--- src/rtl/maxnet_controller.sv ---
// Sequencer FSM for the 4-input MaxNet datapath: load, init, multiply, add, check, feed.
// Optional iteration cap with a timeout output when MAXNET_ITER_LIMIT_EN is defined.
module maxnet_controller #(
  parameter int PU_CYCLES = 1,
  parameter int MAX_ITER  = 16,
  parameter int ITER_W    = 8
) (
  input  logic              clk,
  input  logic              rst,
  input  logic              start,
  input  logic              found,
  output logic              main_write,
  output logic              mainRegWrite,
  output logic              actWrite,
  output logic              multWrite,
  output logic              addWrite,
  output logic              s1,
  output logic              s2,
  output logic              s3,
  output logic              s4,
  output logic              busy,
  output logic              done,
`ifdef MAXNET_ITER_LIMIT_EN
  output logic              timeout,
`endif
  output logic [ITER_W-1:0] iter_count
);

  localparam int PH_W = (PU_CYCLES > 1) ? $clog2(PU_CYCLES) : 1;
  localparam logic [PH_W-1:0] PH_LAST = PH_W'(PU_CYCLES - 1);

  // Elaboration-time parameter sanity checks.
  if (PU_CYCLES < 1) begin : g_bad_pu
    $error("maxnet_controller: PU_CYCLES must be >= 1");
  end
  if (MAX_ITER < 1 || MAX_ITER > (1 << ITER_W) - 1) begin : g_bad_iter
    $error("maxnet_controller: MAX_ITER must be >= 1 and fit in ITER_W bits");
  end

  typedef enum logic [2:0] {
    ST_IDLE  = 3'd0,
    ST_LOAD  = 3'd1,
    ST_INIT  = 3'd2,
    ST_MULT  = 3'd3,
    ST_ADD   = 3'd4,
    ST_CHECK = 3'd5,
    ST_FEED  = 3'd6,
    ST_DONE  = 3'd7
  } state_t;

  state_t            state_reg, state_next;
  logic [PH_W-1:0]   phase_reg;
  logic [ITER_W-1:0] iter_count_reg;
  logic              accept_start;
  logic              phase_last;
  logic              iter_at_cap;

  assign accept_start = (state_reg == ST_IDLE) && start;
  assign phase_last   = (phase_reg == PH_LAST);

`ifdef MAXNET_ITER_LIMIT_EN
  assign iter_at_cap = (iter_count_reg == ITER_W'(MAX_ITER));
`else
  assign iter_at_cap = 1'b0;
`endif

  always_ff @(posedge clk or posedge rst) begin
    if (rst) begin
      state_reg <= ST_IDLE;
    end else begin
      state_reg <= state_next;
    end
  end

  always_comb begin
    state_next = state_reg;
    case (state_reg)
      ST_IDLE:  if (start) state_next = ST_LOAD;
      ST_LOAD:  state_next = ST_INIT;
      ST_INIT:  state_next = ST_MULT;
      ST_MULT:  if (phase_last) state_next = ST_ADD;
      ST_ADD:   state_next = ST_CHECK;
      ST_CHECK: state_next = (found || iter_at_cap) ? ST_DONE : ST_FEED;
      ST_FEED:  state_next = ST_MULT;
      ST_DONE:  state_next = ST_IDLE;
      default:  state_next = ST_IDLE;
    endcase
  end

  always_comb begin
    main_write   = 1'b0;
    mainRegWrite = 1'b0;
    actWrite     = 1'b0;
    multWrite    = 1'b0;
    addWrite     = 1'b0;
    s1           = 1'b0;
    s2           = 1'b0;
    s3           = 1'b0;
    s4           = 1'b0;
    busy         = (state_reg != ST_IDLE);
    done         = 1'b0;
    case (state_reg)
      ST_LOAD: begin
        main_write   = 1'b1;
        mainRegWrite = 1'b1;
      end
      ST_INIT: actWrite  = 1'b1;
      ST_MULT: multWrite = 1'b1;
      ST_ADD:  addWrite  = 1'b1;
      ST_FEED: begin
        actWrite = 1'b1;
        s1       = 1'b1;
        s2       = 1'b1;
        s3       = 1'b1;
        s4       = 1'b1;
      end
      ST_DONE: done = 1'b1;
      default: ;
    endcase
  end

  // Phase counter holds MULT for exactly PU_CYCLES cycles; idles at zero elsewhere.
  always_ff @(posedge clk or posedge rst) begin
    if (rst) begin
      phase_reg <= '0;
    end else if (state_reg == ST_MULT && !phase_last) begin
      phase_reg <= phase_reg + 1'b1;
    end else begin
      phase_reg <= '0;
    end
  end

  // Counts completed iterations; saturates so a runaway loop cannot wrap.
  always_ff @(posedge clk or posedge rst) begin
    if (rst) begin
      iter_count_reg <= '0;
    end else if (accept_start) begin
      iter_count_reg <= '0;
    end else if (state_reg == ST_ADD && iter_count_reg != '1) begin
      iter_count_reg <= iter_count_reg + 1'b1;
    end
  end

  assign iter_count = iter_count_reg;

`ifdef MAXNET_ITER_LIMIT_EN
  logic timeout_reg;

  // found wins over the cap: timeout only when CHECK exits to DONE without found.
  always_ff @(posedge clk or posedge rst) begin
    if (rst) begin
      timeout_reg <= 1'b0;
    end else if (accept_start) begin
      timeout_reg <= 1'b0;
    end else if (state_reg == ST_CHECK && !found && iter_at_cap) begin
      timeout_reg <= 1'b1;
    end
  end

  assign timeout = timeout_reg;
`endif

endmodule

--- config.mk ---
export PLATFORM = sky130hd
export DESIGN_NAME = maxnet_controller
export DESIGN_NICKNAME = d
export VERILOG_FILES = /design/src/rtl/maxnet_controller.sv
export SDC_FILE = /design/constraint.sdc
export NUM_CORES = 1
export LEC_CHECK = 0
export ABC_CLOCK_PERIOD_IN_PS = 2500
export CORE_MARGIN = 5
export CORE_UTILIZATION = 44
export CTS_BUF_LIST = sky130_fd_sc_hd__clkbuf_16
export DETAILED_ROUTE_END_ITERATION = 12
export PLACE_DENSITY = 0.77
export SLEW_MARGIN = 15
export SYNTH_ARGS = -nofsm -noshare
export SYNTH_HDL_FRONTEND = slang
export SYNTH_SLANG_ARGS = --single-unit
--- constraint.sdc ---
create_clock -name clk -period 2.5 [get_ports clk]
set_input_delay 0.25 -clock clk [delete_from_list [all_inputs] [get_ports clk]]
set_output_delay 0.25 -clock clk [all_outputs]
set_load 0.1 [all_outputs]
=== Word level (Yosys, flattened, before mapping) ===
Index checks and enable logic that the tools add are counted.

* Flip-flop bits (word level): 12
* Input bits: 4
* Output and inout port bits: 19

* $add $sub $neg: 2
* Eq/ne operators: 10
* Mux-type cells: 13
* Reduce and logical (&&, ||, !) cells: 8

{| class="wikitable"
|+ Operators by type and width
! operator !! count
|-
| $pmux 3 s7 || 1
|-
| $mux 8 || 2
|-
| $eq 3x3->1 const B || 4
|-
| $add 8x1->8 const B || 1
|-
| $mux 1 || 8
|-
| $ne 8x8->1 const B || 1
|-
| $eq 3x2->1 const B || 2
|-
| $mux 3 || 2
|-
| $ne 2x2->1 const B || 2
|-
| $eq 3x1->1 const B || 1
|-
| $logic_and 1x1->1 || 3
|-
| $logic_not 3->1 || 1
|-
| $reduce_bool 3->1 || 1
|-
| $reduce_and 2->1 || 1
|-
| $reduce_bool 2->1 || 1
|-
| $reduce_or 2->1 || 1
|-
| $add 1x1->1 const B || 1
|}

=== Logic depth before layout (Yosys ltp) ===
* Depth after elaboration: 4
* Depth in mapped cells: 6
* Mapped depth without buffers: 5

=== Least setup slack after synthesis ===
No wires, ideal clock.

* Path kind: register -> output
* Start: register state_reg[2]
* End: output main_write
* Arrival: 3,384 ps
* Required time: 2,250 ps
* Path slack: -1,134 ps
* Cell stages (with the launch flop): 4
* Path buffers: 2
* Cells stage by stage: dfrtp_1 -> clkbuf_1 -> nor3b_1 -> buf_4

* Longest elaborated chain between the ends: 2

{| class="wikitable"
|+ RTL lines
! item !! line !! text
|-
| start, declared || 51 || <nowiki>state_t state_reg, state_next;</nowiki>
|-
| start signal, assigned || 71 || <nowiki>state_reg <= state_next;</nowiki>
|-
| $eq 3x1->1 || - ||
|-
| $mux 1 || - ||
|-
| end, declared || 12 || <nowiki>output logic main_write,</nowiki>
|}

No other way between the ends.

=== Final worst setup path ===
* Start: register state_reg[2]
* End: output addWrite

* Longest elaborated chain between the ends: 2

{| class="wikitable"
|+ RTL lines
! item !! line !! text
|-
| $eq 3x3->1 || 102 || <nowiki>case (state_reg)</nowiki>
|-
| $mux 1 || 102 ||
|-
| end, declared || 16 || <nowiki>output logic addWrite,</nowiki>
|}

No other way between the ends.

==> flow_summary.toml <==
[synth]
yosysMostFrequentCell = "dfrtp_1"
synth_top_family_by_area = "simple AND/OR/NAND/NOR gates"
yosys.area.top_type = "dfrtp_1"
syn_inst = 82
ys_seq_elements = 12
netlist_area_um2 = 721
synthTopCellsByCount = "dfrtp_1 (12), nand2_1 (8), nor2_1 (7)"
seq_area_frac_synth_pct = 41.7
ys_types = 34
synth_mux_area_share_pct = 0
synthXorXnorAreaFrac_pct = 1.22
synth_edf_count = 0
synth_area_leaders = "dfrtp_1 (42%), buf_4 (4.2%), nand2_1 (4.2%), nor2_1 (3.6%), and4_1 (3.6%)"
yosys.area_share.simple_pct = 29.7
async_flop_share_pct = 100
synth_warnings = 0
yosys.area.top_type_share_pct = 41.7
syn_area_per_cell_um2 = 8.79
synthAdderAreaFrac_pct = 1.74
synth_compound_area_share_pct = 13.5
ys.flop_type = "dfrtp_1"
syn_nets = 87

[worst_setup_path]
cp-start-kind = "flop"
critical_path_required_ns = 2.25
arrival_ns = 1.64
crit_path_end_kind = "output pin"
worstSetupPathType = "reg2out"
path_max_fanout = 11
r2r_setup_slack_ns = 0.72

[cts]
root_buffer = "clkbuf_16"
tritoncts = "built"
cts_setup_buffers = 0
numCtsBuffers = 3
cts_num_sinks = 12
h-tree-depth = 1
insertion_delay_ns = 0.24
clock_path_buffers = 2
postCtsHoldBufs = 0
clk_pin_slew_ns = 0.04
cts_resized = 0

[timing]
clock_skew_ns = 0.00239
drv_slew = 0
setup_viol = 0
fin_crit_ns = 1.89
hold_viol = 0
period_share_pct = 75.4
rsz0062_at_grt = "no"
fmax_mhz = 530

[global_route]
grt_pass1_wl_um = 2770
grt_overflow = 0
grt_pass1_vias = 617
grt_usage_pct = 13.6
antenna_found_initial = 0
grt_max_degree = 13

[place]
io_buffer_count = 22
place_congestion = 0.829
numPlacedInstances = 111
dp_hpwl_um = 1180

[run]
max_cap_violations = 0

[finish]
final_nets = 105
multiInputGateArea_um2 = 344
largest_reg_flops = 8
sequential_cell_area_um2 = 300
layout-drive-gt1-share_pct = 27.3
area_growth_pct = 29.7
fin_cells = 115
diodes = 0
fillers = 137

[route]
route.vias.total = 646
routed_via_density = 5.62
ant_nets = 0
drt_iter0_markers = 14
wirelength_um = 1580
drt-pass1-iter-count = 4
avgRoutedWirePerCell_um = 13.7
drc = 0

[floorplanning]
start_util_pct = 47.3
core_mm2 = 0.00152
dieHeight_um = 50.5
dieArea_mm2 = 0.00255
row_count = 14
ios = 23
die_x_um = 50.5

[status]
status = "finished, final reports clean"

[hold_path]
min_path_type = "in2async"
## cells in the final DEF, fill, tap and decap left out, drive strengths merged
cell type	count
clkdlybuf4s50	3
or2	1
and2b	1
o22ai	1
dfrtp	12
or3	1
nand2	8
o31ai	2
and2	2
a2111oi	1
and3	1
ha	1
a31oi	1
and4	3
o211a	1
a21oi	3
nand2b	2
o211ai	1
xnor2	1
a211oi	2
nor3b	1
nand3	4
nor2	7
nand3b	1
o21ai	1
clkbuf	3
buf	19
clkinv	1
inv	5
or3b	1
nor3	5
conb	1
nor2b	1
o221ai	1
## layout make-up
cell class	instances	share of cell area [%]
inverters	5	2.01
well taps	16	2.14
clock buffers	3	8.03
multi-input cells	56	36.8
flip-flops and latches	12	32.1
clock inverters	1	0.402
repair buffers	22	18.5
## cell families after synthesis
logic type                 after synthesis
and+or+nand+nor                         39
other                                    1
buffers and inverters                   14
xor gates and xnor gates                 1
DFF                                     12
adders and majority gates                1
AOI/OAI and AO/OA                       14
## per-layer routing
| layer | GRT usage [%] | vias up | routed length, um |
|---|---|---|---|
| met5 | 0 | - | 0 |
| met4 | 5.11 | 0 | 16 |
| met3 | 6.21 | 2 | 167 |
| met2 | 19.0 | 28 | 727 |
| met1 | 18.3 | 299 | 667 |
| li1 | - | 317 | - |
## worst max-delay path, cell delays in order, from the launching register on
cell,delay [ns]
dfrtp_1,0.51
or3b_4,0.46
inv_1,0.12
buf_4,0.30
## per-stage QoR
| stage | setup TNS, ns | hold WS (ns) | area [um^2] | setup slack [ns] | util, % |
|---|---|---|---|---|---|
| 3_5_place_dp | 0 | 0.460 | 856 | 0.718 | 56.2 |
| 2_1_floorplan | -0.0132 | 0.115 | 728 | -0.0132 | - |
| 6_report | 0 | 0.324 | 935 | 0.614 | 61.3 |
| 3_3_place_gp | 0 | 0.451 | 856 | 0.726 | 56.2 |
| 4_1_cts | 0 | 0.349 | 935 | 0.610 | 61.3 |
| 5_1_grt | 0 | 0.401 | 935 | 0.530 | 61.3 |
## final timing paths
path,from,to,cells past startpoint
worst max-delay path,state_reg[2]$_DFFE_PP0P_,addWrite,3
worst min-delay path,rst,iter_count[0]$_DFFE_PP0P_,2
worst max register to register,iter_count[0]$_DFFE_PP0P_,iter_count[1]$_DFFE_PP0P_,4
worst min register to register,phase_reg$_DFF_PP0_,state_reg[2]$_DFFE_PP0P_,1
max in group asynchronous,rst,state_reg[1]$_DFFE_PP0P_,2
min in group clk,phase_reg$_DFF_PP0_,state_reg[2]$_DFFE_PP0P_,1
Power is left out: the tool's default activity adds up to more than one toggle a clock period on the data nets, which glitch-free logic cannot reach.
